$ cat src/rtl/fp_cvt_pkg.sv
// rtl/fp_cvt_pkg.sv - shared constants and lane classification for the FP32->FP16 converter
package fp_cvt_pkg;
    localparam int FP32_BIAS = 127;
    localparam int FP16_BIAS = 15;
    localparam int EXP_ADJ   = FP32_BIAS - FP16_BIAS;

    localparam logic [15:0] FP16_QNAN = 16'h7E00;
    localparam logic [15:0] FP16_INF  = 16'h7C00;
    localparam logic [15:0] FP16_MAXF = 16'h7BFF;

    typedef enum logic [2:0] {ZERO, SUB, NORM, OVF, INF, NAN} lane_cls_e;
endpackage

$ cat src/rtl/fp32_to_fp16_rne_lane.sv
// rtl/fp32_to_fp16_rne_lane.sv - one lane of the two-stage RNE converter datapath
// FP_CVT_SUBNORMAL_EN builds the S1 alignment shifter for FP16 subnormal results.
module fp32_to_fp16_rne_lane
    import fp_cvt_pkg::*;
#(
    parameter bit SAT = 1'b0
) (
    input  logic        clk,
    input  logic        rst,
    input  logic        i_adv1,
    input  logic        i_adv2,
    input  logic [31:0] i_data,
    output logic [15:0] o_data,
    output logic        o_ovf,
    output logic        o_unf,
    output logic        o_nan
);
    logic [7:0]  w_e;
    logic [22:0] w_f;
    lane_cls_e   w_cls;
    logic [14:0] w_mag;
    logic        w_rb;
    logic        w_st;

    assign w_e = i_data[30:23];
    assign w_f = i_data[22:0];

`ifdef FP_CVT_SUBNORMAL_EN
    logic [4:0]  w_sh;
    logic [49:0] w_shifted;
    assign w_sh      = 5'(8'd126 - w_e);
    assign w_shifted = {1'b1, w_f, 26'd0} >> w_sh;
`endif

    // w_mag is {exp16, mant10}; rounding adds straight into it so mantissa carry bumps the exponent.
    always_comb begin
        w_cls = NORM;
        w_mag = {5'(w_e - 8'(EXP_ADJ)), w_f[22:13]};
        w_rb  = w_f[12];
        w_st  = |w_f[11:0];
        if (w_e == 8'hFF) begin
            w_cls = (w_f != 23'd0) ? NAN : INF;
            w_mag = '0;
            w_rb  = 1'b0;
            w_st  = 1'b0;
        end else if (w_e > 8'(EXP_ADJ + 30)) begin
            w_cls = OVF;
            w_mag = '0;
            w_rb  = 1'b0;
            w_st  = 1'b0;
        end else if (w_e == 8'd0) begin
            w_cls = (w_f != 23'd0) ? SUB : ZERO;
            w_mag = '0;
            w_rb  = 1'b0;
            w_st  = 1'b0;
        end else if (w_e <= 8'(EXP_ADJ)) begin
            w_cls = SUB;
            w_mag = '0;
            w_rb  = 1'b0;
            w_st  = 1'b0;
`ifdef FP_CVT_SUBNORMAL_EN
            if (w_e >= 8'd101) begin
                w_mag = {5'd0, w_shifted[35:26]};
                w_rb  = w_shifted[25];
                w_st  = |w_shifted[24:0];
            end
`endif
        end
    end

    lane_cls_e   r_cls;
    logic        r_sign;
    logic [14:0] r_mag;
    logic        r_rb;
    logic        r_st;

    always_ff @(posedge clk) begin
        if (rst) begin
            r_cls  <= ZERO;
            r_sign <= 1'b0;
            r_mag  <= '0;
            r_rb   <= 1'b0;
            r_st   <= 1'b0;
        end else if (i_adv1) begin
            r_cls  <= w_cls;
            r_sign <= i_data[31];
            r_mag  <= w_mag;
            r_rb   <= w_rb;
            r_st   <= w_st;
        end
    end

    logic        w_inc;
    logic [14:0] w_rnd;
    logic [14:0] w_ovf_mag;
    logic [15:0] w_res;
    logic        w_ovf;
    logic        w_unf;
    logic        w_nan;

    assign w_inc     = r_rb & (r_st | r_mag[0]);
    assign w_rnd     = r_mag + 15'(w_inc);
    assign w_ovf_mag = SAT ? FP16_MAXF[14:0] : FP16_INF[14:0];

    always_comb begin
        w_res = {r_sign, 15'd0};
        w_ovf = 1'b0;
        w_unf = 1'b0;
        w_nan = 1'b0;
        case (r_cls)
            NORM: begin
                if (w_rnd[14:10] == 5'h1F) begin
                    w_res = {r_sign, w_ovf_mag};
                    w_ovf = 1'b1;
                end else begin
                    w_res = {r_sign, w_rnd};
                end
            end
            SUB: begin
                w_res = {r_sign, w_rnd};
                w_unf = (w_rnd == 15'd0) | r_rb | r_st;
            end
            OVF: begin
                w_res = {r_sign, w_ovf_mag};
                w_ovf = 1'b1;
            end
            INF:  w_res = {r_sign, FP16_INF[14:0]};
            NAN: begin
                w_res = {r_sign, FP16_QNAN[14:0]};
                w_nan = 1'b1;
            end
            default: w_res = {r_sign, 15'd0};
        endcase
    end

    always_ff @(posedge clk) begin
        if (rst) begin
            o_data <= '0;
            o_ovf  <= 1'b0;
            o_unf  <= 1'b0;
            o_nan  <= 1'b0;
        end else if (i_adv2) begin
            o_data <= w_res;
            o_ovf  <= w_ovf;
            o_unf  <= w_unf;
            o_nan  <= w_nan;
        end
    end
endmodule

$ cat src/rtl/fp32_to_fp16_pipe.sv
// rtl/fp32_to_fp16_pipe.sv - multi-lane FP32->FP16 RNE converter with two-stage valid/ready pipeline
// FP_CVT_SUBNORMAL_EN (in the lane) enables subnormal FP16 outputs instead of flush-to-zero.
module fp32_to_fp16_pipe
    import fp_cvt_pkg::*;
#(
    parameter int LANES = 4,
    parameter int SAT   = 0
) (
    input  logic                  clk,
    input  logic                  rst,
    input  logic                  in_valid,
    output logic                  in_ready,
    input  logic [32*LANES-1:0]   in_data,
    output logic                  out_valid,
    input  logic                  out_ready,
    output logic [16*LANES-1:0]   out_data,
    output logic [LANES-1:0]      out_ovf,
    output logic [LANES-1:0]      out_unf,
    output logic [LANES-1:0]      out_nan
);
    logic r_s1_valid;
    logic r_s2_valid;
    logic w_adv1;
    logic w_adv2;

    assign w_adv2    = !r_s2_valid || out_ready;
    assign w_adv1    = !r_s1_valid || w_adv2;
    assign in_ready  = w_adv1;
    assign out_valid = r_s2_valid;

    always_ff @(posedge clk) begin
        if (rst) begin
            r_s1_valid <= 1'b0;
            r_s2_valid <= 1'b0;
        end else begin
            if (w_adv1) r_s1_valid <= in_valid;
            if (w_adv2) r_s2_valid <= r_s1_valid;
        end
    end

    for (genvar g = 0; g < LANES; g++) begin : g_lane
        fp32_to_fp16_rne_lane #(.SAT(SAT != 0)) u_lane (
            .clk    (clk),
            .rst    (rst),
            .i_adv1 (w_adv1),
            .i_adv2 (w_adv2),
            .i_data (in_data[32*g +: 32]),
            .o_data (out_data[16*g +: 16]),
            .o_ovf  (out_ovf[g]),
            .o_unf  (out_unf[g]),
            .o_nan  (out_nan[g])
        );
    end
endmodule

$ cat config.mk
export PLATFORM = sky130hd
export DESIGN_NAME = fp32_to_fp16_pipe
export DESIGN_NICKNAME = d
export VERILOG_FILES = /design/src/rtl/fp_cvt_pkg.sv /design/src/rtl/fp32_to_fp16_rne_lane.sv /design/src/rtl/fp32_to_fp16_pipe.sv
export SDC_FILE = /design/constraint.sdc
export NUM_CORES = 1
export LEC_CHECK = 0
export ABC_AREA = 1
export BUFFER_PORTS_ARGS = -buffer_cell sky130_fd_sc_hd__buf_2
export CAP_MARGIN = 20
export CORE_MARGIN = 1
export CORE_UTILIZATION = 25
export DETAILED_ROUTE_END_ITERATION = 10
export GPL_TIMING_DRIVEN = 0
export PLACE_DENSITY_LB_ADDON = 0.12
export SETUP_SLACK_MARGIN = 0.3
export SLEW_MARGIN = 25
export SYNTH_ARGS = -nofsm -noshare
export SYNTH_HDL_FRONTEND = slang
export SYNTH_SLANG_ARGS = --single-unit
export TNS_END_PERCENT = 1
$ cat constraint.sdc
create_clock -name clk -period 4.9 [get_ports clk]
set_input_delay 0.98 -clock clk [delete_from_list [all_inputs] [get_ports clk]]
set_output_delay 0.98 -clock clk [all_outputs]
set_load 0.01 [all_outputs]
==> tab_implementation.tex <==
\begin{tabular}{lr}
\hline
Metric & Value \\
\hline
\multicolumn{2}{l}{\textbf{Layout}} \\
Total number of nets in the final design & around 1700 \\
Multi-input logic area & 4820 sq um \\
P\&R area growth vs syn & 24.9\% \\
Seq. cell area & 3240 sq um \\
Final cell count without fillers & 2055 \\
Antenna diode count & 0 \\
Number of fillers in the final layout & $\sim$4000 \\
Fraction of final layout cells sized beyond drive strength 1 & 0.203 \\
\multicolumn{2}{l}{\textbf{Floorplanning}} \\
Placement row count & around 70 \\
Placeable Area & 34700 sq um \\
Chip height & 190 um \\
Overall die area & about 36000 sq um \\
\# IOs & 210 \\
X dimension of the die & 190 um \\
Starting density of the core & 0.255 \\
\multicolumn{2}{l}{\textbf{Placement}} \\
Gp weighted congestion & 0.797 \\
Post-placement worst setup slack & between 1 and 1.5 ns \\
Cells after DPL & between 2000 and 2500 \\
Detailed placer's ending HPWL & between 20000 and 25000 um \\
IO Port Bufs & 208 \\
\multicolumn{2}{l}{\textbf{Clocking}} \\
Number of clock sinks seen by CTS & 162 \\
Latest clock arrival within the worst-skew pair & between 0.4 and 0.5 ns \\
Hold-fix buffers, CTS & 0 \\
Clock tree from TritonCTS & built \\
Number of buffers created by CTS & 17 \\
CTS clock-pin slew for the worst setup and hold paths & 0.06 ns \\
Post\_cts resized & 0 \\
Maximum root-to-sink buffer count & 2 \\
Number of setup buffers added after CTS & 0 \\
H-Tree Level Count & 4 \\
Clock root buffer & sky130\_fd\_sc\_hd\_\_clkbuf\_16 \\
\multicolumn{2}{l}{\textbf{Status}} \\
Run status & completed \\
\multicolumn{2}{l}{\textbf{Routing}} \\
Drt initial violations & 389 \\
DRC violations left & 0 \\
Final antenna-violating net count & 0 \\
Vias post-DR & 9264 \\
Number of detailed-routing iterations run before antenna repair & 5 \\
Mean routed wirelength per cell & about 15 um \\
WL final & about 30000 um \\
Vias per std cell & 4.51 \\
\multicolumn{2}{l}{\textbf{STA}} \\
Final setup violation count & 0 \\
Aggregate negative setup slack & 0 ns \\
Worst slew pin tran & around 0.92 ns \\
Pins over their slew limit & 0 \\
Setup repair after global routing missed its margin & false \\
Highest achievable clock rate & 0.287 GHz \\
Worst max-slew margin expressed relative to the limit & 0.388 \\
Min cycle time layout & 3.49 ns \\
Final worst-path cycle share & 0.711 \\
Worst-case clock skew & about 0.016 ns \\
Fin. Hold Viols & 0 \\
Worst setup slack after layout & 1.41 ns \\
\multicolumn{2}{l}{\textbf{Power}} \\
Net Sw Frac & 0.277 \\
Share of total power in the clock network & 0.434 \\
Areal power density over the cells & 284 nW/um\^{}2 \\
Net switching power & 869 uW \\
Worst vdd rail ir drop & 0.215 mV \\
Logic gate share of total power & 0.118 \\
Part of the total power dissipated in sequential elements & 0.449 \\
Leakage power & 4.78 nW \\
Int Power & around 2.3 mW \\
\multicolumn{2}{l}{\textbf{Critical path}} \\
Delay contributed by the slowest stage of the critical path & 0.38 ns \\
Highest-delay cell along the critical path & sky130\_fd\_sc\_hd\_\_buf\_1 \\
Kind of end point of the critical path & output pin \\
Worst endpoint data arrival time & 2.51 ns \\
Critical path peak fanout & 10 \\
Category of the worst setup path launch point & primary input \\
Required time at the endpoint of the critical path & 3.92 ns \\
WS Path Type & in -> out \\
Crit path cell chain & buf\_2 -> nor2\_2 -> inv\_2 -> nor2\_2 -> inv\_1 -> buf\_1 -> buf\_2 \\
\multicolumn{2}{l}{\textbf{Synthesis}} \\
Ranking of synthesized cells by area & sky130\_fd\_sc\_hd\_\_dfxtp\_1 (37\%), sky130\_fd\_sc\_hd\_\_nand2\_1 (17\%), sky130\_fd\_sc\_hd\_\_a21oi\_1 (9.7\%) \\
Primary flip-flop cell chosen by synthesis mapping & sky130\_fd\_sc\_hd\_\_dfxtp\_1 \\
Yosys top cell area share & 0.366 \\
Portion of the post-synthesis area used by sequential elements & 0.366 \\
Post-synthesis async set-or-reset flop share & 0 \\
Post-synth EDFFs & 0 \\
Synthesized flop and latch total & 162 \\
Synthesized netlist cell count & roughly 1400 \\
Mean cell area of the mapped netlist & 6.52 sq um \\
Cell with the most instances after synthesis & sky130\_fd\_sc\_hd\_\_nand2\_1 \\
Area of the mapped netlist & 8860 sq um \\
Mapped Nets & 1500 \\
Commonest cells in the netlist & sky130\_fd\_sc\_hd\_\_nand2\_1 (398), sky130\_fd\_sc\_hd\_\_a21oi\_1 (172), sky130\_fd\_sc\_hd\_\_dfxtp\_1 (162) \\
Cell type with the largest total area after synthesis & sky130\_fd\_sc\_hd\_\_dfxtp\_1 \\
Count of cell types in the netlist & 41 \\
Yosys warning count & 0 \\
\multicolumn{2}{l}{\textbf{Run}} \\
Count of max-cap constraint violations & 0 \\
\multicolumn{2}{l}{\textbf{Global routing}} \\
First-pass GRT wire length & 47900 um \\
Total routing usage reported by global routing & 0.171 \\
Number of antenna violations at the first check in global routing & 1 \\
Maximum number of pins on one net before global-route repair & 17 \\
Vias in the first global route & around 8900 \\
GRT overflow & 0 \\
\multicolumn{2}{l}{\textbf{Worst hold path}} \\
Worst min-delay path class & reg -> reg \\
\hline
\end{tabular}
state kept, by name (all words and copies together) (netlist names):
signal,count
g_lane.u_lane.o_unf,4
g_lane.u_lane.o_nan,4
g_lane.u_lane.o_data,64
g_lane.u_lane.r_st,4
g_lane.u_lane.r_sign,4
g_lane.u_lane.o_ovf,4
g_lane.u_lane.r_cls,12
out_valid,1
r_s1_valid,1
g_lane.u_lane.r_mag,60
g_lane.u_lane.r_rb,4
critical path, delay by kind of cell:
kind / cells / cell delay (ns)
AND/OR/NAND/NOR: 2 / 0.48
buffers and inverters: 5 / 1.04
area by class of cell:
cell class / instances / share of cell area
Clock buffer: 19 / 0.0400
Timing Repair Buffer: 208 / 0.0941
Tap cell: 455 / 0.0514
Multi-Input combinational cell: 1004 / 0.436
Inverter: 134 / 0.0455
Clock inverter: 13 / 0.0137
Buffer: 60 / 0.0266
Sequential cell: 162 / 0.293
logic make-up (layout without fill, tap and decap cells):
family                     after synthesis  count (layout)  synth area share
AOI/OAI and AO/OA                      241             241             0.143
adders and majority gates                8               8            0.0113
DFF                                    162             162             0.366
buffers and inverters                  194             434            0.0899
and+or+nand+nor                        748             748             0.382
xor gates and xnor gates                 7               7           0.00692
worst paths after layout:
check / start / to / slack [ns] / cells after the start
worst max register to register: g_lane[1].u_lane.r_mag[0] / g_lane[1].u_lane.o_data[1] / 2.69 / 12
worst min-delay path: g_lane[0].u_lane.o_data[7] / g_lane[0].u_lane.o_data[7] / 0.46 / 2
worst max-delay path: out_ready / in_ready / 1.41 / 7
worst min register to register: g_lane[0].u_lane.o_data[7] / g_lane[0].u_lane.o_data[7] / 0.46 / 2
per-stage QoR:
stage / instance area (sq um) / hold WS, ns / power (mW) / util
5_1_grt: 11100 / 0.479 / 3.29 / 0.319
2_1_floorplan: 8860 / 0.450 / 1.64 / -
3_3_place_gp: 10500 / 0.453 / 1.81 / 0.302
3_5_place_dp: 10500 / 0.456 / 1.82 / 0.302
4_1_cts: 11100 / 0.466 / 3.19 / 0.319
6_report: 11100 / 0.462 / 3.14 / 0.319
layout by cell type (no fill, tap or decap), types with 5 or more instances in the layout:
master / n
sky130_fd_sc_hd__nor2_4: 11
sky130_fd_sc_hd__nor4_1: 12
sky130_fd_sc_hd__inv_1: 123
sky130_fd_sc_hd__nand2_2: 12
sky130_fd_sc_hd__o21a_1: 5
sky130_fd_sc_hd__buf_4: 15
sky130_fd_sc_hd__clkbuf_16: 17
sky130_fd_sc_hd__ha_1: 8
sky130_fd_sc_hd__dfxtp_1: 162
sky130_fd_sc_hd__nor2_2: 17
sky130_fd_sc_hd__inv_2: 6
sky130_fd_sc_hd__o21ai_0: 40
sky130_fd_sc_hd__nand3_1: 58
sky130_fd_sc_hd__nand2_1: 398
sky130_fd_sc_hd__nand4_1: 71
sky130_fd_sc_hd__o21bai_1: 6
sky130_fd_sc_hd__nor2_1: 132
sky130_fd_sc_hd__a21oi_1: 172
sky130_fd_sc_hd__xor2_1: 6
sky130_fd_sc_hd__clkbuf_1: 34
sky130_fd_sc_hd__clkinv_1: 5
sky130_fd_sc_hd__buf_2: 218
sky130_fd_sc_hd__nor3_1: 22
power by group through the flow:
stage	clock [mW]	combinational [mW]	sequential (mW)
after floorplan	0	0.212	1.43
after global placement	0	0.374	1.44
after detailed placement	0	0.377	1.44
after CTS	1.40	0.378	1.41
after global routing	1.45	0.423	1.42
final	1.36	0.370	1.41
layer usage:
layer	up-vias	track usage	share of wire	wire length (um)
met5	-	0	0.00043	13
met4	2	0.0394	0.012	353
met3	22	0.0274	0.032	970
met2	154	0.291	0.48	14400
met1	4158	0.224	0.48	14400
li1	4928	-	-	-
No activity file was read; power rests on OpenSTA's default activity.
